File: config.mk
export PLATFORM = sky130hd
export DESIGN_NAME = z3_slave_cycle_flat
export DESIGN_NICKNAME = d
export VERILOG_FILES = /design/src/rtl/a4092_pkg.sv /design/src/rtl/z3_slave_cycle_if.sv /design/src/rtl/strobe_sync.sv /design/src/rtl/z3_slave_cycle.sv /design/src/flat_wrapper.sv
export SDC_FILE = /design/constraint.sdc
export NUM_CORES = 1
export LEC_CHECK = 0
export ABC_CLOCK_PERIOD_IN_PS = 6700
export BUFFER_PORTS_ARGS = -buffer_cell sky130_fd_sc_hd__buf_2
export CORE_MARGIN = 1.5
export CORE_UTILIZATION = 55
export CTS_BUF_LIST = sky130_fd_sc_hd__clkbuf_16
export DETAILED_ROUTE_END_ITERATION = 10
export HOLD_SLACK_MARGIN = 0.05
export PLACE_DENSITY = 0.89
export SYNTH_ARGS = -nofsm -noshare
export SYNTH_HDL_FRONTEND = slang
export SYNTH_HIERARCHICAL = 1
export SYNTH_SLANG_ARGS = --single-unit
File: constraint.sdc
create_clock -name CLK -period 6.7 [get_ports CLK]
set_clock_uncertainty 0.2 [all_clocks]
set_input_delay 1.34 -clock CLK [delete_from_list [all_inputs] [get_ports CLK]]
set_output_delay 1.34 -clock CLK [all_outputs]
set_load 0.1 [all_outputs]
File: src/rtl/a4092_pkg.sv
// a4092_pkg: definitions shared by the A4092 Zorro III slave-cycle blocks.
//   - z3_state_e  : slave-cycle sequencer states
//   - ACK_*       : bit positions of the per-target acknowledges in ack_in
//   - Z3_BAR_MSB  : top address bit of the 16 MB board-base field
//   - z3_sample_t : address/direction sample carried through the matched pipeline
//   - z3_addr()   : forms the 28-bit board-relative address from a sample
package a4092_pkg;

  typedef enum logic [1:0] {
    IDLE     = 2'd0,
    FOREIGN  = 2'd1,
    WAIT_ACK = 2'd2,
    ACK      = 2'd3
  } z3_state_e;

  localparam int ACK_SID  = 0;
  localparam int ACK_REG  = 1;
  localparam int ACK_SCSI = 2;
  localparam int ACK_ROM  = 3;

  localparam int Z3_BAR_MSB = 31;

  // One address-phase sample: AD[31:8], A[7:2] and the direction bit.
  typedef struct packed {
    logic [Z3_BAR_MSB:8] ad_hi;
    logic [5:0]          a_lo;
    logic                read;
  } z3_sample_t;

  // Board-relative longword address; A[1:0] are always zero on Zorro III.
  function automatic logic [27:0] z3_addr(input z3_sample_t s);
    return {s.ad_hi[27:8], s.a_lo, 2'b00};
  endfunction

endpackage

File: src/rtl/z3_slave_cycle_if.sv
// z3_slave_cycle_if: Zorro III bus-side signals seen by the slave-cycle front end.
//   FCS_RAW_n  full cycle strobe, asynchronous, active low
//   DS_RAW_n   data strobes [3:0], asynchronous, active low
//   AD         multiplexed address/data; A[31:8] valid while FCS_RAW_n falls
//   A_LO       address bits A[7:2]
//   READ_RAW   bus direction, 1 = read
//   DTACK      cycle termination, active high (inverted at the pad)
// Modports: master drives the strobes/address, slave returns DTACK.
interface z3_slave_cycle_if;

  logic        FCS_RAW_n;
  logic [3:0]  DS_RAW_n;
  logic [31:0] AD;
  logic [5:0]  A_LO;
  logic        READ_RAW;
  logic        DTACK;

  modport master (
    output FCS_RAW_n, DS_RAW_n, AD, A_LO, READ_RAW,
    input  DTACK
  );

  modport slave (
    input  FCS_RAW_n, DS_RAW_n, AD, A_LO, READ_RAW,
    output DTACK
  );

endinterface

File: src/rtl/strobe_sync.sv
// strobe_sync: STAGES-deep register chain, WIDTH bits wide.
// Used both as a metastability synchroniser for asynchronous strobes and as
// the equal-depth delay line that keeps the address sample aligned with them.
//   clk       clock
//   rst       asynchronous, active-high reset; every stage loads RESET_VAL
//   d_in      input bits
//   q_out     output of the last stage
module strobe_sync #(
  parameter int               WIDTH     = 1,
  parameter int               STAGES    = 2,
  parameter logic [WIDTH-1:0] RESET_VAL = '0
) (
  input  logic             clk,
  input  logic             rst,
  input  logic [WIDTH-1:0] d_in,
  output logic [WIDTH-1:0] q_out
);

  logic [WIDTH-1:0] stage_q [STAGES];
  logic [WIDTH-1:0] stage_d [STAGES];

  always_comb begin
    stage_d[0] = d_in;
    for (int i = 1; i < STAGES; i++) begin
      stage_d[i] = stage_q[i-1];
    end
  end

  // NOTE: clocked state uses non-blocking (<=) so every stage samples its
  // predecessor's old value; blocking here would collapse the chain.
  always_ff @(posedge clk or posedge rst) begin
    if (rst) begin
      for (int i = 0; i < STAGES; i++) begin
        stage_q[i] <= RESET_VAL;
      end
    end else begin
      stage_q <= stage_d;
    end
  end

  assign q_out = stage_q[STAGES-1];

endmodule

File: src/rtl/z3_slave_cycle.sv
// z3_slave_cycle: Zorro III slave-cycle front end.
// Synchronises FCS/DS, latches address and direction at the start of each
// cycle, decodes against the 16 MB board base and merges the target
// acknowledges into DTACK, with a watchdog that terminates hung cycles.
//   CLK, RESET   clock and asynchronous active-high reset
//   bus          Zorro III strobes/address in, DTACK out (slave modport)
//   configured   Autoconfig complete
//   base         assigned base address A[31:24]
//   ack_in       per-target acknowledges (see ACK_* in a4092_pkg)
//   FCS_n, DS_n  synchronised strobes for the downstream decoders
//   ADDR, READ   latched A[27:0] and direction, held until the next cycle
//   slave_cycle  current cycle belongs to this board
//   timeout_err  sticky: the watchdog has terminated a cycle
module z3_slave_cycle
  import a4092_pkg::*;
#(
  parameter int SYNC_STAGES    = 2,
  parameter int TIMEOUT_CYCLES = 64,
  parameter int NUM_ACK        = 4
) (
  input  logic               CLK,
  input  logic               RESET,
  z3_slave_cycle_if.slave    bus,
  input  logic               configured,
  input  logic [7:0]         base,
  input  logic [NUM_ACK-1:0] ack_in,
  output logic               FCS_n,
  output logic [3:0]         DS_n,
  output logic [27:0]        ADDR,
  output logic               READ,
  output logic               slave_cycle,
  output logic               timeout_err
);

  localparam int WD_W = (TIMEOUT_CYCLES > 1) ? $clog2(TIMEOUT_CYCLES) : 1;
  localparam logic [WD_W-1:0] WD_LAST = WD_W'(TIMEOUT_CYCLES - 1);
  localparam int SAMPLE_W = $bits(z3_sample_t);

  // ---------------------------------------------------------------------
  // Synchronisers and matched address pipeline
  // ---------------------------------------------------------------------
  logic       fcs_sync;
  logic [3:0] ds_sync;
  logic       sync_valid;
  z3_sample_t pipe;
  z3_sample_t sample_in;

  assign sample_in = '{ad_hi: bus.AD[Z3_BAR_MSB:8], a_lo: bus.A_LO, read: bus.READ_RAW};

  // A[7:0] of AD carry data only; the low address comes from A_LO.
  logic unused_ad_lo;
  assign unused_ad_lo = ^bus.AD[7:0];

  strobe_sync #(.WIDTH(1), .STAGES(SYNC_STAGES), .RESET_VAL(1'b1)) u_fcs_sync (
    .clk   (CLK),
    .rst   (RESET),
    .d_in  (bus.FCS_RAW_n),
    .q_out (fcs_sync)
  );

  strobe_sync #(.WIDTH(4), .STAGES(SYNC_STAGES), .RESET_VAL(4'hF)) u_ds_sync (
    .clk   (CLK),
    .rst   (RESET),
    .d_in  (bus.DS_RAW_n),
    .q_out (ds_sync)
  );

  strobe_sync #(.WIDTH(SAMPLE_W), .STAGES(SYNC_STAGES), .RESET_VAL('0)) u_addr_pipe (
    .clk   (CLK),
    .rst   (RESET),
    .d_in  (sample_in),
    .q_out (pipe)
  );

  // Goes high once the FCS chain holds real bus samples rather than its
  // reset value, so a strobe still low after reset is not taken as a fall.
  strobe_sync #(.WIDTH(1), .STAGES(SYNC_STAGES), .RESET_VAL(1'b0)) u_valid_sync (
    .clk   (CLK),
    .rst   (RESET),
    .d_in  (1'b1),
    .q_out (sync_valid)
  );

  // ---------------------------------------------------------------------
  // Cycle sequencer
  // ---------------------------------------------------------------------
  z3_state_e       state_q, state_d;
  logic            fcs_high_q, fcs_high_d;
  logic [WD_W-1:0] wd_cnt_q, wd_cnt_d;
  logic [27:0]     addr_q, addr_d;
  logic            read_q, read_d;
  logic            slave_q, slave_d;
  logic            dtack_q, dtack_d;
  logic            terr_q, terr_d;

  logic fcs_fall;
  logic bar_hit;
  logic any_ack;

  // fcs_high_q: last cycle's synchronised FCS was a genuine high sample.
  assign fcs_fall = fcs_high_q & ~fcs_sync;
  assign bar_hit  = configured && (pipe.ad_hi[Z3_BAR_MSB -: 8] == base);
  assign any_ack  = |ack_in;

  // NOTE: every signal driven here gets a default first, so no path through
  // the case can leave one unassigned and infer a latch.
  always_comb begin
    state_d    = state_q;
    fcs_high_d = sync_valid & fcs_sync;
    wd_cnt_d   = wd_cnt_q;
    addr_d     = addr_q;
    read_d     = read_q;
    slave_d    = slave_q;
    dtack_d    = dtack_q;
    terr_d     = terr_q;

    unique case (state_q)
      IDLE: begin
        if (fcs_fall) begin
          addr_d = z3_addr(pipe);
          read_d = pipe.read;
          if (bar_hit) begin
            state_d  = WAIT_ACK;
            slave_d  = 1'b1;
            wd_cnt_d = '0;
          end else begin
            state_d = FOREIGN;
          end
        end
      end

      FOREIGN: begin
        if (fcs_sync) begin
          state_d = IDLE;
        end
      end

      // Priority: bus abort, then target acknowledge, then watchdog.
      WAIT_ACK: begin
        if (fcs_sync) begin
          state_d = IDLE;
          slave_d = 1'b0;
        end else if (any_ack) begin
          state_d = ACK;
          dtack_d = 1'b1;
        end else if (wd_cnt_q == WD_LAST) begin
          state_d = ACK;
          dtack_d = 1'b1;
          terr_d  = 1'b1;
        end else begin
          wd_cnt_d = wd_cnt_q + WD_W'(1);
        end
      end

      ACK: begin
        if (fcs_sync) begin
          state_d = IDLE;
          dtack_d = 1'b0;
          slave_d = 1'b0;
        end
      end

      default: begin
        state_d = IDLE;
      end
    endcase
  end

  always_ff @(posedge CLK or posedge RESET) begin
    if (RESET) begin
      state_q    <= IDLE;
      fcs_high_q <= 1'b0;
      wd_cnt_q   <= '0;
      addr_q     <= '0;
      read_q     <= 1'b0;
      slave_q    <= 1'b0;
      dtack_q    <= 1'b0;
      terr_q     <= 1'b0;
    end else begin
      state_q    <= state_d;
      fcs_high_q <= fcs_high_d;
      wd_cnt_q   <= wd_cnt_d;
      addr_q     <= addr_d;
      read_q     <= read_d;
      slave_q    <= slave_d;
      dtack_q    <= dtack_d;
      terr_q     <= terr_d;
    end
  end

  assign FCS_n       = fcs_sync;
  assign DS_n        = ds_sync;
  assign ADDR        = addr_q;
  assign READ        = read_q;
  assign slave_cycle = slave_q;
  assign timeout_err = terr_q;
  assign bus.DTACK   = dtack_q;

endmodule
File: src/flat_wrapper.sv
// flat-port wrapper written by rule: the top's interface ports become plain ports
module z3_slave_cycle_flat import a4092_pkg::*;
#(
  parameter int SYNC_STAGES    = 2,
  parameter int TIMEOUT_CYCLES = 64,
  parameter int NUM_ACK        = 4
)
  (CLK, RESET, configured, base, ack_in, FCS_n, DS_n, ADDR, READ, slave_cycle, timeout_err, bus_FCS_RAW_n, bus_DS_RAW_n, bus_AD, bus_A_LO, bus_READ_RAW, bus_DTACK);
  z3_slave_cycle_if bus_i ();
  input  logic CLK;
  input  logic RESET;
  input  logic configured;
  input  logic [7:0] base;
  input  logic [NUM_ACK-1:0] ack_in;
  output logic FCS_n;
  output logic [3:0] DS_n;
  output logic [27:0] ADDR;
  output logic READ;
  output logic slave_cycle;
  output logic timeout_err;
  input wire logic [$bits(bus_i.FCS_RAW_n)-1:0] bus_FCS_RAW_n;
  input wire logic [$bits(bus_i.DS_RAW_n)-1:0] bus_DS_RAW_n;
  input wire logic [$bits(bus_i.AD)-1:0] bus_AD;
  input wire logic [$bits(bus_i.A_LO)-1:0] bus_A_LO;
  input wire logic [$bits(bus_i.READ_RAW)-1:0] bus_READ_RAW;
  output wire logic [$bits(bus_i.DTACK)-1:0] bus_DTACK;
  assign bus_i.FCS_RAW_n = bus_FCS_RAW_n;
  assign bus_i.DS_RAW_n = bus_DS_RAW_n;
  assign bus_i.AD = bus_AD;
  assign bus_i.A_LO = bus_A_LO;
  assign bus_i.READ_RAW = bus_READ_RAW;
  assign bus_DTACK = bus_i.DTACK;
  z3_slave_cycle #(.SYNC_STAGES(SYNC_STAGES), .TIMEOUT_CYCLES(TIMEOUT_CYCLES), .NUM_ACK(NUM_ACK)) u_core (.CLK(CLK), .RESET(RESET), .bus(bus_i), .configured(configured), .base(base), .ack_in(ack_in), .FCS_n(FCS_n), .DS_n(DS_n), .ADDR(ADDR), .READ(READ), .slave_cycle(slave_cycle), .timeout_err(timeout_err));
endmodule
== After elaboration in Yosys (flattened, before gate mapping) ==
Index checks and enable logic that the tools add are counted.

* Add/sub/neg operators: 1
* Eq/ne operators: 15
* Mux-type cells: 21
* Bitwise logic cells: 4
* Reduce and logical (&&, ||, !) cells: 14

{| class="wikitable"
|+ Operator list
! cell !! number
|-
| $mux 6 || 5
|-
| $mux 2 || 6
|-
| $pmux 6 s2 || 1
|-
| $reduce_and 4->1 || 3
|-
| $eq 8x8->1 || 1
|-
| $ne 2x1->1 const B || 4
|-
| $ne 2x2->1 const B || 4
|-
| $add 6x1->6 const B || 1
|-
| $eq 6x6->1 const B || 1
|-
| $mux 1 || 6
|-
| $pmux 2 s3 || 1
|-
| $reduce_and 6->1 || 1
|-
| $reduce_bool 2->1 || 3
|-
| $eq 2x2->1 const B || 2
|-
| $ne 4x2->1 const B || 1
|-
| $pmux 1 s2 || 2
|-
| $reduce_or 2->1 || 2
|-
| $reduce_or 4->1 || 1
|-
| $ne 3x1->1 const B || 1
|-
| $reduce_and 3->1 || 1
|-
| $and 1x1->1 || 2
|-
| $eq 2x1->1 const B || 1
|-
| $logic_not 2->1 || 1
|-
| $not 1->1 || 2
|-
| other kinds (2) || 2
|}

* Flip-flop bits (word level): 113
* Output and inout port bits: 37
* Word-level logic and storage cells: 71

== Logic depth before layout (Yosys ltp) ==
Gate-level depths: netlist of the first run.

* Word-level depth: 5
* Mapped depth: 6
* Mapped depth without buffers: 6

== Cells and area by module ==
The synthesis of the first run kept the hierarchy.

{| class="wikitable"
|+ By module, submodules not included
! module !! times used !! cells an instance !! area an instance (sq um) !! sequential area each (sq um)
|-
| z3_slave_cycle || 1 || 138 || 1791.7 || 975.9
|-
| strobe_sync (u_core.u_addr_pipe) || 1 || 63 || 1555.2 || 1551.5
|-
| strobe_sync (u_core.u_ds_sync) || 1 || 9 || 214.0 || 210.2
|-
| strobe_sync (u_core.u_fcs_sync) || 1 || 3 || 56.3 || 52.6
|-
| strobe_sync (u_core.u_valid_sync) || 1 || 3 || 53.8 || 50.0
|}

== Worst setup path before layout of the first run ==
Ideal clock, no wire load.

* Path type: input to register
* Start point: input port ack_in[1]
* End point: register u_core.wd_cnt_q[2]
* Setup time: 121 ps
* Data arrival time: 2271 ps
* Required time: 6379 ps
* Setup slack: 4108 ps
* Cell stages on the path: 5
* Path buffers: 0
* Cell sequence: nor4_4 -> o21ai_2 -> nand2_2 -> o311ai_4 -> a22o_1

* Word-level cells in the longest chain between the ends: 3

{| class="wikitable"
|+ RTL lines
! what !! RTL line !! text
|-
| from (decl) || flat_wrapper.sv:14 || <nowiki>input logic [NUM_ACK-1:0] ack_in;</nowiki>
|-
| $reduce_or 4->1 || z3_slave_cycle.sv:103 || <nowiki>assign any_ack = |ack_in;</nowiki>
|-
| $ne 2x2->1 (no line) || -- ||
|-
| $reduce_and 6->1 (no line) || -- ||
|-
| to (signal assigned) || z3_slave_cycle.sv:182 || <nowiki>wd_cnt_q <= wd_cnt_d;</nowiki>
|-
| to (decl) || z3_slave_cycle.sv:89 || <nowiki>logic [WD_W-1:0] wd_cnt_q, wd_cnt_d;</nowiki>
|}

No other way between the ends.
A chain may end at the register's enable or synchronous reset.

== Final worst setup path of the first run ==
* Start point: register u_core.u_fcs_sync.stage_q (netlist bit u_core/u_fcs_sync/q_out)
* End point: output port FCS_n

{| class="wikitable"
|+ RTL lines
! what !! RTL line !! text
|-
| from (decl) || strobe_sync.sv:19 || <nowiki>logic [WIDTH-1:0] stage_q [STAGES];</nowiki>
|-
| from (signal assigned) || strobe_sync.sv:37 || <nowiki>stage_q <= stage_d;</nowiki>
|-
| to (decl) || flat_wrapper.sv:15 || <nowiki>output logic FCS_n;</nowiki>
|}

No word-level cell between the ends.

==> summary.txt, run 1 <==
Status
  • Status: finished clean

Setup path
  • Worst Path Required: 5.16 ns
  • Setup crit end: FCS_n
  • Worst r2r src: u_core/state_q[1]$_DFFE_PP0P_
  • Slowest cell on crit path: dfstp_2
  • Reg2reg path depth: 3
  • Critical Path Stages: 1
  • CP peak stage delay: 0.63 ns
  • Worst Setup End Kind: output pin
  • Startpoint Class: register
  • WP data arrival: 1.49 ns
  • Largest fanout on the critical path: 8
  • Critical path class: reg2out
  • Reg2Reg Capture Point: u_core/ADDR[17]$_DFFE_PP0P_
  • Worst Setup SP: u_core/u_fcs_sync/q_out$_DFF_PP1_
  • Top Family by Delay on Critical Path: flip-flops
  • Flop-to-flop setup slack: 4.25 ns
  • Sum of buffers and inverters on the critical path: 1
  • Critical Path, Cell by Cell: buf_2

Timing
  • Final Critical Period: 3.03 ns
  • Final Hold Vio Count: 0
  • Final setup fails: 0
  • Setup TNS: 0 ns
  • Slew Limit Fails: 0
  • RSZ-0062 raised after global routing: false
  • Actual slew at the worst max-slew pin: 0.902 ns
  • Slew Limit Headroom: 0.396
  • Final worst-path cycle share: 0.452
  • Fmax: 330 MHz

Detailed routing
  • Routed WL per cell: 15.0 µm
  • DRT antenna net count: 0
  • DRC: 0
  • Via count: 2,025
  • Initial drt markers: slightly below 90
  • Number of iterations in the first detailed-routing pass: 4
  • Post-Route WL: 6130 µm
  • DR vias/cell: 4.98

Clocking
  • CTS Hold Bufs: 0
  • # resized after CTS: 0
  • Num CTS Buffers: 17
  • CTS H-tree depth: 4
  • Clk_lat worst skew: 0.40 ns
  • Setup Fix Bufs, Post-CTS: 0
  • Clock Path Buffers: 2
  • Clock sink count: 113
  • Clock-pin slew on the worst setup and hold paths: 0.05 ns
  • CTS tree: yes
  • Root Driver: clkbuf_16

Pwr
  • Leakage Power: approximately 0.0022 µW
  • Peak VDD IR: 423 µV
  • Power per Cell Area: 437 nW/µm²

Yosys
  • Synth warn: 6
  • Distinct cells, synth: 33
  • Seq/Total Area, Yosys: 0.774
  • Number of flops mapped to enable cells by yosys: 0
  • Post-Syn Area: roughly 3700 µm²
  • Asr flop ratio synth: 1.00
  • Syn Inst Count: approximately 220
  • Post-synth top flop: dfrtp_1
  • #FFs+latches synth: about 110
  • Avg Cell Area, Syn: approximately 17 µm²

Layout
  • Share of cells above drive strength 1: 0.421
  • Final core occ: 0.744
  • Area growth syn-to-layout: 29.5%
  • Design Area, Final: roughly 4800 µm²
  • Diodes inserted: 0
  • Commonest non-fill, non-tap cell in the layout: dfrtp_1
  • Most frequent cells in the layout: 103 x dfrtp_1, 85 x buf_2, 27 x mux2_1
  • Final nets: ~380

Global routing
  • Initial antenna violation count: 0
  • Gr usage total: 0.194
  • Largest net degree at the start of global routing: 59
  • First-pass GRT wire length: 10,200 µm
  • GR Overflow Total: 0
  • Vias in the first global route: 2,161

Floorplanning
  • Cell row count: 29
  • Die Wd: 84.7 µm
  • Die Y: around 85 µm
  • Initial Util: 0.575
  • Core area: 6390 µm²
  • IO Count: 96
  • Die area: 7170 µm²

Placed design
  • Cell Area, Placed: 4160 µm²
  • RePlAce Congestion: about 0.76
  • PortBufs: 85
  • Post-DP HPWL: 3930 µm

Min path
  • Worst Hold Class: reg2reg

Run
  • Maxcap violations: 0
[flip-flops by register name (all words and copies together), names as in the netlist, 2 cells and up]
register / flops
u_core/ADDR: 26
u_core/state_q: 2
u_core/u_addr_pipe/q_out: 31
u_core/u_addr_pipe/stage_d: 31
u_core/u_ds_sync/q_out: 4
u_core/u_ds_sync/stage_d: 4
u_core/wd_cnt_q: 6
[Yosys cell counts (3+ instances only)]
library cell	instances	share of area
nand3_1	4	0.0055
inv_1	8	0.0082
a21oi_1	4	0.0055
nor2_1	3	0.0031
a22o_1	4	0.0095
nand2_1	8	0.0082
xnor2_1	8	0.019
dfstp_2	10	0.072
mux2_1	27	0.083
dfrtp_1	103	0.70
o21ai_1	6	0.0082
buf_4	4	0.0082
[stage by stage]
step	cells	hold WS, ns	setup WS [ns]	total power (µW)
finish	407	0.144	3.67	2080
floorplan	217	0.131	3.62	1130
global placement	375	0.131	3.86	1200
detailed placement	375	0.135	3.80	1210
global route	407	0.149	3.62	2150
CTS	407	0.145	3.66	2100
[where the power goes]
group	total (µW)	leakage, µW	switching [µW]	internal (µW)
Clock	877	0.000290	296	581
Combinational	421	0.000622	356	64.7
Sequential	781	0.00133	32.1	749
[area by class of cell]
type	count	area (µm²)
well taps	77	96.3
multi-input cells	89	748
clock buffers	17	425
clock inverters	15	169
inverters	9	33.8
fillers	368	1630
repair buffers	87	440
flip-flops and latches	113	2840
[how the worst min path moves through the flow]
stage | from | to | slack [ns] | cells past startpoint
floorplan | u_core/u_addr_pipe/stage_d[0]$_DFF_PP0_ | u_core/u_addr_pipe/q_out[0]$_DFF_PP0_ | 0.13 | 0
global placement | u_core/u_addr_pipe/stage_d[28]$_DFF_PP0_ | u_core/u_addr_pipe/q_out[28]$_DFF_PP0_ | 0.13 | 0
detailed placement | u_core/u_addr_pipe/stage_d[21]$_DFF_PP0_ | u_core/u_addr_pipe/q_out[21]$_DFF_PP0_ | 0.13 | 0
CTS | u_core/u_addr_pipe/stage_d[2]$_DFF_PP0_ | u_core/u_addr_pipe/q_out[2]$_DFF_PP0_ | 0.15 | 0
global route | u_core/u_addr_pipe/stage_d[3]$_DFF_PP0_ | u_core/u_addr_pipe/q_out[3]$_DFF_PP0_ | 0.15 | 0
finish | u_core/u_addr_pipe/stage_d[21]$_DFF_PP0_ | u_core/u_addr_pipe/q_out[21]$_DFF_PP0_ | 0.14 | 0
[routing by layer]
metal  GRT usage  share of wire  vias up
met5           0              0        -
met4      0.0777         0.0090        0
met3      0.0816          0.054        7
met2       0.311           0.52       69
met1       0.236           0.42     1022
li1            -              -      927
[cell families after synthesis]
logic type	Yosys count	share of synthesized area
multiplexers	28	0.0855
flip-flops	113	0.774
XOR/XNOR	8	0.0191
buffers and inverters	15	0.0235
other	2	0.00205
AO/OA/AOI/OAI	21	0.0426
AND/OR/NAND/NOR	28	0.0501
adder cells (fa/ha/maj)	1	0.00341
Note: power is estimated with default switching activity, not from simulation.
==> run 2, diff against run 1 <==
- ABC_AREA: default -> 1
- ABC_CLOCK_PERIOD_IN_PS: 6700 -> 3100
- CORE_UTILIZATION: 55 -> 52
- PLACE_DENSITY: 0.89 -> 0.84
- clock period: 6.7 -> 3.1 ns (I/O delays scaled with it)
==> run 2 against run 1 <==
Compared with the run above:
- via count rose by 15%
- global-route usage is 0.60 points lower
- core utilization is 6.0 points lower
- register-to-register slack worse by 3.2 ns
- sequential share of layout area is 1.9 points lower
- largest power group is now combinational logic
- critical path depth is the same
- sequential power is 140% higher
- flip-flop and latch count did not move
==> summary.txt, run 2 <==
Detailed routing
  • Post-Route WL: 6600 µm (was 6130 µm)
  • Number of iterations in the first detailed-routing pass: 4 (unchanged)
  • Routed WL per cell: 13.3 µm (was 15.0 µm)
  • DRC: 0 (unchanged)
  • Via count: 2,328 (was 2,025)
  • DRT antenna net count: 0 (unchanged)
  • Initial drt markers: 93 (was 89)
  • DR vias/cell: 4.70 (was 4.98)

Pwr
  • Combinational fraction of design power: 0.374 (was 0.202)
  • Int Pwr: 3130 µW (was 1390 µW)
  • Seq pwr share: 0.330 (was 0.376)
  • Peak VDD IR: 915 µV (was 423 µV)
  • Sw Share: 0.453 (was 0.329)
  • Switching Power: 2600 µW (was 684 µW)
  • Clk pwr share: 0.296 (was 0.422)
  • Power per Cell Area: 1170 nW/µm² (was 437 nW/µm²)
  • Leakage Power: 0.00248 µW (was 0.00224 µW)

Clocking
  • Num CTS Buffers: 17 (unchanged)
  • Setup Fix Bufs, Post-CTS: 0 (unchanged)
  • CTS H-tree depth: 4 (unchanged)
  • Root Driver: clkbuf_16 (unchanged)
  • Clock Path Buffers: 2 (unchanged)
  • Clock-pin slew on the worst setup and hold paths: 0.05 ns (about the same)
  • # resized after CTS: 0 (unchanged)
  • Clock sink count: 113 (unchanged)
  • Clk_lat worst skew: 0.39 ns (was 0.40 ns)
  • CTS tree: yes (unchanged)

Setup path
  • Sum of buffers and inverters on the critical path: 1 (unchanged)
  • WP data arrival: 1.40 ns (was 1.49 ns)
  • Largest fanout on the critical path: 4 (was 8)
  • Worst Path Required: 2.28 ns (was 5.16 ns)
  • Startpoint Class: register (unchanged)
  • Worst Setup End Kind: output pin (unchanged)
  • Slowest cell on crit path: dfstp_2 (unchanged)
  • Critical Path, Cell by Cell: buf_2 (unchanged)
  • Top Family by Delay on Critical Path: flip-flops (unchanged)
  • Critical path class: reg2out (unchanged)
  • CP peak stage delay: 0.56 ns (was 0.63 ns)

Timing
  • Final setup fails: 0 (unchanged)
  • Setup TNS: 0 ns (unchanged)
  • Final Hold Vio Count: 0 (unchanged)
  • Final worst-path cycle share: 0.716
  • Actual slew at the worst max-slew pin: 0.903 ns (was 0.902 ns)
  • RSZ-0062 raised after global routing: false (unchanged)
  • Slew Limit Fails: 0 (unchanged)
  • Slew Limit Headroom: 0.394 (was 0.396)
  • Fmax: 451 MHz
  • Hold WS: 0.125 ns (was 0.144 ns)
  • Final Critical Period: 2.22 ns

Floorplanning
  • IO Count: 96 (unchanged)
  • Core area: 7180 µm² (was 6390 µm²)
  • Die area: 7880 µm² (was 7170 µm²)
  • Die Y: 88.8 µm (was 84.7 µm)
  • Die Wd: 88.8 µm (was 84.7 µm)
  • Initial Util: 0.533 (was 0.575)
  • Cell row count: 31 (was 29)

Global routing
  • Grt met3 use: 0.0634 (was 0.0816)
  • GR Overflow Total: 0 (unchanged)
  • Met2 Resource Use GR: 0.309 (was 0.311)
  • Vias in the first global route: 2,442 (was 2,161)
  • Gr usage total: 0.188 (was 0.194)
  • First-pass GRT wire length: 10,800 µm (was 10,200 µm)
  • Initial antenna violation count: 0 (unchanged)
  • GR Util met1: 0.222 (was 0.236)
  • Largest net degree at the start of global routing: 48 (was 59)
  • Top Usage Layer GRT: met2 (unchanged)

Layout
  • Multi-input gate area in the final layout: 845 µm² (was 748 µm²)
  • Diodes inserted: 0 (unchanged)
  • Area growth syn-to-layout: 28.2% (was 29.5%)
  • Most frequent cells in the layout: 103 x dfrtp_1, 85 x buf_2, 47 x nand2_1 (was 103 x dfrtp_1, 85 x buf_2, 27 x mux2_1)
  • FF+latch area: 2840 µm² (unchanged)
  • Fill count: 516 (was 368)
  • Share of cells above drive strength 1: 0.412 (was 0.421)
  • Final core occ: 0.684 (was 0.744)
  • Commonest non-fill, non-tap cell in the layout: dfrtp_1 (unchanged)
  • Final nets: 443 (was 377)

Yosys
  • Avg Cell Area, Syn: 13.7 µm² (was 17.0 µm²)
  • #FFs+latches synth: 113 (unchanged)
  • Post-synth top flop: dfrtp_1 (unchanged)
  • Share of the synthesized area in the top cell type: 0.673 (was 0.702)
  • Asr flop ratio synth: 1.00 (unchanged)
  • Post-Syn Area: 3830 µm² (was 3670 µm²)
  • Synth area leaders: dfrtp_1 67%, mux2_2 7.1%, dfstp_2 6.9% (was dfrtp_1 70%, mux2_1 8.3%, dfstp_2 7.2%)
  • Post-synth top cells: 103 x dfrtp_1, 47 x nand2_1, 26 x inv_1 (was 103 x dfrtp_1, 27 x mux2_1, 10 x dfstp_2)
  • Number of flops mapped to enable cells by yosys: 0 (unchanged)
  • Synth warn: 6 (unchanged)
  • Distinct cells, synth: 26 (was 33)
  • Synth area leader: dfrtp_1 (unchanged)
  • Cell with the most instances after synthesis: dfrtp_1 (unchanged)
  • Syn Inst Count: 280 (was 216)
  • Seq/Total Area, Yosys: 0.742 (was 0.774)

Status
  • Status: finished clean (unchanged)

Placed design
  • PortBufs: 85 (unchanged)
  • Post-DP HPWL: 4480 µm (was 3930 µm)
  • RePlAce Congestion: 0.846 (was 0.763)

Min path
  • Worst Hold Class: in2reg (was reg2reg)

Run
  • Maxcap violations: 0 (unchanged)
-- run 2: cell count changes after synthesis, sizes merged, moves of 7 or more --
| cell | before | now |
|---|---|---|
| nand2 | 9 | 51 |
| inv | 9 | 27 |
| nor2 | 4 | 19 |
| nand3 | 4 | 18 |
| xnor2 | 8 | 1 |
-- run 2: repair_timing --
action | CTS | global route
endpoints found under the setup margin | 0 | 0
endpoints found under the hold margin | 17 | 0
hold buffers | 1 | 0
-- run 2: per-layer routing --
layer | wire [µm] | vias to the layer above
met2 | 3470 | 80
met5 | 0 | -
met1 | 2720 | 1136
met4 | 136 | 0
li1 | - | 1099
met3 | 280 | 13
-- run 2: area by class of cell --
class	count	area share
sequential	113	0.579
inverter	27	0.0206
clock buffer	17	0.0867
timing repair buffer	88	0.0943
multi-input combinational	136	0.172
clock inverter	15	0.0224
tap	99	0.0252
-- run 2: per-stage QoR --
step | worst slack, ns | power [µW] | cells | area, µm²
after floorplan | 0.739 | 3700 | 281 | 3830
after global placement | 1.09 | 4010 | 462 | 4360
after detailed placement | 1.03 | 4060 | 462 | 4360
after CTS | 0.863 | 5790 | 495 | 4910
after global routing | 0.842 | 5970 | 495 | 4910
final | 0.881 | 5730 | 495 | 4910
-- run 2: cell families after synthesis --
logic type / Yosys count / share of synthesized area
flops: 113 / 0.742
simple gates: 88 / 0.107
buf+inv: 32 / 0.0382
mux: 24 / 0.0706
compound gates: 16 / 0.0278
other cells: 2 / 0.00196
fa+ha+maj: 1 / 0.00327
xor+xnor: 4 / 0.00915
-- run 2: power by group through the flow --
stage	Sequential (µW)	Clock [µW]	Combinational (µW)
finish	1890	1700	2140
CTS	1890	1740	2160
global placement	1900	0	2120
detailed placement	1910	0	2150
floorplan	3290	0	415
global route	1920	1820	2230
-- run 2: worst paths after layout --
| check | start | to | slack, ns | cells after the start |
|---|---|---|---|---|
| max in group asynchronous | RESET | u_core/ADDR[6]$_DFFE_PP0P_ | 1.32 | 4 |
| setup / recovery | u_core/u_fcs_sync/q_out$_DFF_PP1_ | FCS_n | 0.88 | 1 |
| min in group asynchronous | RESET | u_core/u_valid_sync/stage_d[0]$_DFF_PP0_ | 0.49 | 3 |
| hold reg to reg | u_core/u_addr_pipe/stage_d[12]$_DFF_PP0_ | u_core/u_addr_pipe/q_out[12]$_DFF_PP0_ | 0.15 | 0 |
| hold / removal | bus_DS_RAW_n[1] | u_core/u_ds_sync/stage_d[1]$_DFF_PP1_ | 0.12 | 1 |
| setup reg to reg | u_core/state_q[0]$_DFFE_PP0P_ | u_core/wd_cnt_q[4]$_DFFE_PP0P_ | 1.05 | 7 |
-- run 2: worst register-to-register path, cell delays in order (launching register included) --
cell,delay (ns)
dfrtp_1,0.48
nor2_4,0.19
nand3_4,0.37
nand2_2,0.16
a21boi_4,0.31
nand2_4,0.11
nand2_1,0.09
nand2_1,0.05
